File: src/rtl/stall_ctrl_pkg.sv
// stall_ctrl_pkg: shared stall levels, stall patterns, FSM states and zero word.
package stall_ctrl_pkg;

   localparam logic STOP = 1'b1;
   localparam logic NON_STOP = 1'b0;

   localparam logic [31:0] ZERO_WORD = 32'h0;

   // Stall patterns always stop a contiguous run of stages starting at PC.
   localparam logic [5:0] STALL_NONE = {6{NON_STOP}};
   localparam logic [5:0] STALL_ID = {{3{NON_STOP}}, {3{STOP}}};
   localparam logic [5:0] STALL_EX = {{2{NON_STOP}}, {4{STOP}}};

   typedef enum logic [1:0] {
      IDLE,
      EX_WAIT,
      FLUSH
   } state_t;

endpackage

File: src/rtl/stall_ctrl_sat_counter32.sv
// sat_counter32: 32-bit saturating event counter with clear taking priority.
module sat_counter32
   import stall_ctrl_pkg::*;
(
   input  logic        clk,
   input  logic        rst,
   input  logic        inc,
   input  logic        clr,
   output logic [31:0] cnt
);

   always_ff @(posedge clk)
      if (!rst || clr) cnt <= ZERO_WORD;
      else if (inc && cnt != '1) cnt <= cnt + 32'd1;

endmodule

File: src/rtl/stall_ctrl.sv
// stall_ctrl: pipeline stall/flush controller with EX multi-cycle timeout and stall-cycle counter.
module stall_ctrl
   import stall_ctrl_pkg::*;
#(
   parameter int MAX_EX_CYCLES = 64
) (
   input  logic        clk,
   input  logic        rst,
   input  logic        stallreq_from_id,
   input  logic        stallreq_from_ex,
   input  logic        ex_done,
   input  logic        flush_req,
   input  logic [31:0] flush_pc,
   input  logic        perf_clr,
   output logic [5:0]  stall,
   output logic        flush,
   output logic [31:0] new_pc,
   output logic        ex_timeout,
   output logic [31:0] perf_stall_cnt
);

   localparam logic [7:0] CNT_LAST = 8'(MAX_EX_CYCLES - 1);

   state_t     state, state_n;
   logic [7:0] cnt, cnt_n;
   logic       timeout_n;

   always_ff @(posedge clk)
      if (!rst) begin
         state <= IDLE;
         cnt <= '0;
         ex_timeout <= 1'b0;
         new_pc <= ZERO_WORD;
      end else begin
         state <= state_n;
         cnt <= cnt_n;
         ex_timeout <= timeout_n;
         if (flush_req) new_pc <= flush_pc;
      end

   // A flush request pre-empts everything, including a pending EX timeout.
   always_comb begin
      state_n = state;
      cnt_n = cnt;
      timeout_n = 1'b0;
      if (flush_req) begin
         state_n = FLUSH;
         cnt_n = '0;
      end else
         case (state)
            IDLE:
               if (stallreq_from_ex) begin
                  state_n = EX_WAIT;
                  cnt_n = '0;
               end
            EX_WAIT:
               if (ex_done) state_n = IDLE;
               else if (cnt == CNT_LAST) begin
                  state_n = IDLE;
                  timeout_n = 1'b1;
               end else cnt_n = cnt + 8'd1;
            default: state_n = IDLE;
         endcase
   end

   // On the ex_done cycle the EX result advances, so only an ID hazard can stall.
   always_comb
      stall = (!rst || state == FLUSH) ? STALL_NONE :
              (state == EX_WAIT && !ex_done) ? STALL_EX :
              (state == IDLE && stallreq_from_ex) ? STALL_EX :
              stallreq_from_id ? STALL_ID : STALL_NONE;

   always_comb flush = (state == FLUSH);

   sat_counter32 u_perf (
      .clk(clk),
      .rst(rst),
      .inc(stall[0]),
      .clr(perf_clr),
      .cnt(perf_stall_cnt)
   );

endmodule

File: config.mk
export PLATFORM = sky130hd
export DESIGN_NAME = stall_ctrl
export DESIGN_NICKNAME = d
export VERILOG_FILES = /design/src/rtl/stall_ctrl_pkg.sv /design/src/rtl/stall_ctrl_sat_counter32.sv /design/src/rtl/stall_ctrl.sv
export SDC_FILE = /design/constraint.sdc
export NUM_CORES = 1
export LEC_CHECK = 0
export BUFFER_PORTS_ARGS = -buffer_cell sky130_fd_sc_hd__buf_2
export CORE_ASPECT_RATIO = 1.1
export CORE_UTILIZATION = 45
export CTS_CLUSTER_DIAMETER = 50
export DETAILED_ROUTE_END_ITERATION = 16
export GPL_TIMING_DRIVEN = 0
export MAX_ROUTING_LAYER = met4
export PLACE_DENSITY = 0.76
export SYNTH_ARGS = -nofsm -noshare
export SYNTH_HDL_FRONTEND = slang
export SYNTH_SLANG_ARGS = --single-unit
File: constraint.sdc
create_clock -name clk -period 2.3 [get_ports clk]
set_clock_uncertainty 0.2 [all_clocks]
set_input_delay 0.115 -clock clk [delete_from_list [all_inputs] [get_ports clk]]
set_output_delay 0.115 -clock clk [all_outputs]
set_load 0.01 [all_outputs]
After elaboration in Yosys (flattened, before gate mapping). Index checks and enable logic that the tools add are counted.

Bitwise logic cells: 2. $add $sub $neg: 2. Reduce and logical (&&, ||, !) cells: 14. Mux-type cells: 14. Equal/unequal tests: 10.

Operators with widths (count): adder 32 x 1 -> 32 bit, second input constant (1); != test 32 bit, second input constant (1); 2-to-1 mux 8 bit (3); one-hot mux 8 bit (2 select lines) (1); 2-to-1 mux 4 bit (3); adder 8 x 1 -> 8 bit, second input constant (1); == test 8 x 6 -> 1 bit, second input constant (1); 2-to-1 mux 2 bit (4); != test 2 bit, second input constant (3); != test 3 bit, second input constant (2); != test 4 bit, second input constant (1); one-hot mux 2 bit (2 select lines) (1); AND reduction 2 bit (2); AND reduction 4 bit (1); OR reduction 4 bit (1); logical AND 1 bit (3); 2-to-1 mux 3 bit (1); == test 2 x 1 -> 1 bit, second input constant (1); == test 2 bit, second input constant (1); logical NOT 1 bit (2); logical NOT 2 bit (1); logical OR 1 bit (2); NOT 1 bit (2); nonzero test 2 bit (1); 2 further kinds (2).

Output and inout bits: 72. Bits in registers: 75. Word-level logic and storage cells: 48. Input port bits: 39.

Longest topological paths before layout.
Depth in word-level cells: 6. Mapped depth: 10. Mapped depth without buffers: 6.

Modules after synthesis. From an unflattened synthesis, not the netlist that was laid out.

Cells, all modules: 371. Area total of the unflattened synthesis: 3462.1 um^2.

Modules (own cells, without submodules): stall_ctrl (area each 1794.2 um^2, cells each 176, instances 1, seq. area each 860.8 um^2); sat_counter32 (area each 1667.8 um^2, cells each 195, instances 1, seq. area each 640.6 um^2).

Worst setup path after synthesis. Ideal clock, no wire load.

Path type: reg2reg. Start: register u_perf.cnt[0]. End: register u_perf.cnt[8]. Buffers on the path: 3. Arrival time: 1.872 ns. Setup time: 0.067 ns. Required time: 2.033 ns. Cell stages (with the launch flop): 10. Path slack: 0.160 ns. Path through: dfxtp_1 > ha_1 > buf_2 > nand4_1 > nor4_1 > and3_1 > buf_4 > buf_12 > or4_1 > a21oi_2.

Word-level cells in the longest chain between the ends: 2. Elaborated cells between the ends (all ways): 3. Classes of those cells: 1 x add/sub; 1 x eq/ne; 1 x reduce/logical.

RTL lines: start, declared (line stall_ctrl_sat_counter32.sv:9) `output logic [31:0] cnt`; start signal, assigned (line stall_ctrl_sat_counter32.sv:14) `else if (inc && cnt != '1) cnt <= cnt + 32'd1;`; parallel branches: the longest is 2 deep, another holds adder 32 x 1 -> 32 bit.

Several ways; the timed one is not identified. A chain may end at the register's enable or synchronous reset.

Worst setup path in the final report.
Start: register u_perf.cnt[3]. End: register u_perf.cnt[4].

The elaborated chain is that of the path after synthesis.

==> metrics.md <==
| Metric | Value |
|---|---|
| Status | completed |
| Post-Route WL | 10.3 mm |
| Initial core utilization | 47.3% |
| Vert. Die Dim | 95.7 µm |
| R2R setup slack | 0.08 ns |
| Io pins | 111 |
| Worst-path clk slew | 0.09 ns |
| Most common cell after layout, fill and taps aside | buf_2 |
| Clk Latency, worst-skew pair | 0.35 ns |
| Most common flop cell mapped by yosys | dfxtp_1 |
| Commonest cells after routing, fill and taps aside | buf_2, dfxtp_1, nor2b_1, mux2i_1, dlygate4sd3_1 |
| GRT Residual Overflow | 0 |
| H-tree Lvls | 3 |
| DRT antenna net count | 0 |
| # fillers | 631 |
| Row cnt | 33 |
| Final WS setup | 0.0824 ns |
| Critical path depth | 8 |
| Synth warn | 0 |
| Fmax | 0.451 GHz |
| Hold Crit Depth | 3 |
| Ranking of synthesized cells by area | dfxtp_1, mux2i_1, nor2b_1, or4_1, a21oi_1 |
| Final worst-path cycle share | 96.4% |
| Sink Count | 75 |
| WP data required | 2.37 ns |
| Core area | 7600 µm² |
| Max FO, Critical Path | 10 |
| Tightest Pin Transition | 0.668 ns |
| Global placement routability congestion | 0.898 |
| Synth async-reset ratio | 0% |
| Pre-antenna DRT Iters | 5 |
| Startpoint Class | flop |
| I/O Buffers | 107 |
| Post-synth EDFFs | 0 |
| Die area | 8350 µm² |
| Largest net degree at the start of global routing | 16 |
| Die Span X | 87.2 µm |
| CP arrival | 2.29 ns |
| Max stage delay cell, worst path | dfxtp_1 |
| CTS Buf Count | 9 |
| Post-synthesis sequential area ratio | 41.8% |
| Max-Cap Viols | 0 |
| Fin. max-slew vios | 0 |
| Period minus WS final | 2.22 ns |
| Total global-route track usage | 24.9% |
| Min-Delay Path Class | input port to flop |
| Global-route wire length before repair | 15.7 mm |
| Peak VDD IR | 343 µV |
| Synth-to-layout area growth | 36.1% |
| Clk buf depth | 2 |
| Worst-path cell chain | nand4_2 -> nor4_2 -> and3_1 -> buf_4 -> buf_12 -> buf_8 -> o31ai_1 -> a21oi_1 |
| Placement Setup Slack | -0.0152 ns |
| CTS tree | done |
| Post-DP HPWL | 6.70 mm |
| Final setup violation count | 0 |
| Diode count | 0 |
| Crit path launch | u_perf.cnt[3] |
| Cell Pwr Density | 536 nW/µm² |
| DR WL/cell | 15.6 µm |
| Vias | 3651 |
| Syn_area_per_cell | 9.12 µm² |
| Static leakage | 2.03 nW |
| Bufs and invs on worst path | 3 |
| R2R Path End | u_perf.cnt[4] |
| Antenna violations before repair | 0 |
| Hold Path Origin | rst |
| Hold_ws | 0.0459 ns |
| Crit path largest cell delay | 0.46 ns |
| Ratio of cells with drive above 1 in the final layout | 30.1% |
| Synth area leader | dfxtp_1 |
| Post-synthesis cell count | 394 |
| Hold EP | new_pc[7] |
| Clk root buf | clkbuf_8 |
| Slew Limit Headroom | 55.4% |
| Crit. End Element | flop |
| Vias per cell | 5.53 |
| Final-report hold violation count | 0 |
| Synth Register Bits | 75 |
| Post-route DRC | 0 |
| Netlist cell types | 49 |
| RR Startpoint | u_perf.cnt[3] |
| Top cell type's share of synthesized area | 41.8% |
| Top cell family by delay on the critical path | simple AND/OR/NAND/NOR gates |
| Nets@finish | 591 |
| Post-Syn Area | 3590 µm² |
| Vias in the first global route | 3379 |
| R2R depth | 8 |
| CP Class | flop to flop |
| Iteration-0 DRC Markers | 155 |
worst reg2reg max path, stage by stage (launching register included):
cell and delay (ns):
dfxtp_1 0.46, nand4_2 0.25, nor4_2 0.41, and3_1 0.20
buf_4 0.14, buf_12 0.13, buf_8 0.13, o31ai_1 0.09
a21oi_1 0.15
synthesized netlist by cell type (all sizes together) (5+ instances only):
cell type,n
dfxtp,75
nor2b,35
mux2i,34
a21oi,30
nand2,20
nor2,19
or4,19
o31ai,17
nand3,16
buf,15
clkbuf,15
o21ai,13
nand2b,11
nand4,11
and3,6
inv,6
nor3,6
or3,6
nor4,5
o311ai,5
o41ai,5
flip-flops by register name, indices dropped and copies added, names as in the netlist:
name,cells
u_perf.cnt,32
cnt,8
new_pc,32
state,2
ex_timeout,1
kinds of logic (layout without fill, tap and decap cells):
logic type,Yosys count,after routing,share of synthesized area [%]
simple gates,162,162,26.2
compound gates,84,84,15.8
flops,75,75,41.8
buf+inv,36,196,5.92
mux,34,34,9.47
fa+ha+maj,2,2,0.696
other cells,1,2,0.104
repair_timing:
| action | in CTS | in global routing |
|---|---|---|
| gates resized for setup | 7 | 17 |
| hold buffers | 34 | 0 |
| endpoints found under the hold margin | 42 | 0 |
| endpoints found under the setup margin | 11 | 32 |
| pin swaps | 0 | 1 |
| buffers inserted | 0 | 5 |
stage by stage:
stage / setup TNS (ns) / instance area (µm²) / power (W) / cells / util, %
after CTS: 0 / 4820 / 0.00263 / 657 / 63.4
final: 0 / 4890 / 0.00262 / 660 / 64.4
after global placement: 0 / 4270 / 0.00163 / 607 / 56.1
after detailed placement: -0.0266 / 4270 / 0.00163 / 607 / 56.1
after floorplan: 0 / 3600 / 0.00153 / 395 / -
after global routing: -0.0186 / 4890 / 0.00273 / 660 / 64.4
power breakdown:
group	leakage, nW	total (W)	internal [W]	switching [W]
sequential	0.613	0.00135	0.00133	0.0000202
combinational	1.33	0.000319	0.000165	0.000154
clock	0.0914	0.000951	0.000409	0.000542
worst max-delay path by stage:
stage                               end  slack [ns]
after floorplan           u_perf.cnt[8]        0.16
after global placement           cnt[5]        0.08
after detailed placement         cnt[5]       -0.02
after CTS                      stall[1]        0.02
after global routing      u_perf.cnt[3]       -0.01
final                     u_perf.cnt[4]        0.08
routing by layer:
layer	track usage [%]	wire, µm
met2	44.7	5350
met3	4.55	534
met4	11.9	274
met1	26.6	4120
met5	-	0
area by class of cell:
type                    instances  area [µm²]  area share [%]
multi-input cells             284        1950            39.9
well taps                     105         131            2.68
inverters                       6        22.5           0.460
clock inverters                 7        56.3            1.15
flip-flops and latches         75        1510            30.8
clock buffers                   9         124            2.53
plain buffers                  28         189            3.86
repair buffers                146         913            18.7
Power figures use the tool's default switching activity.
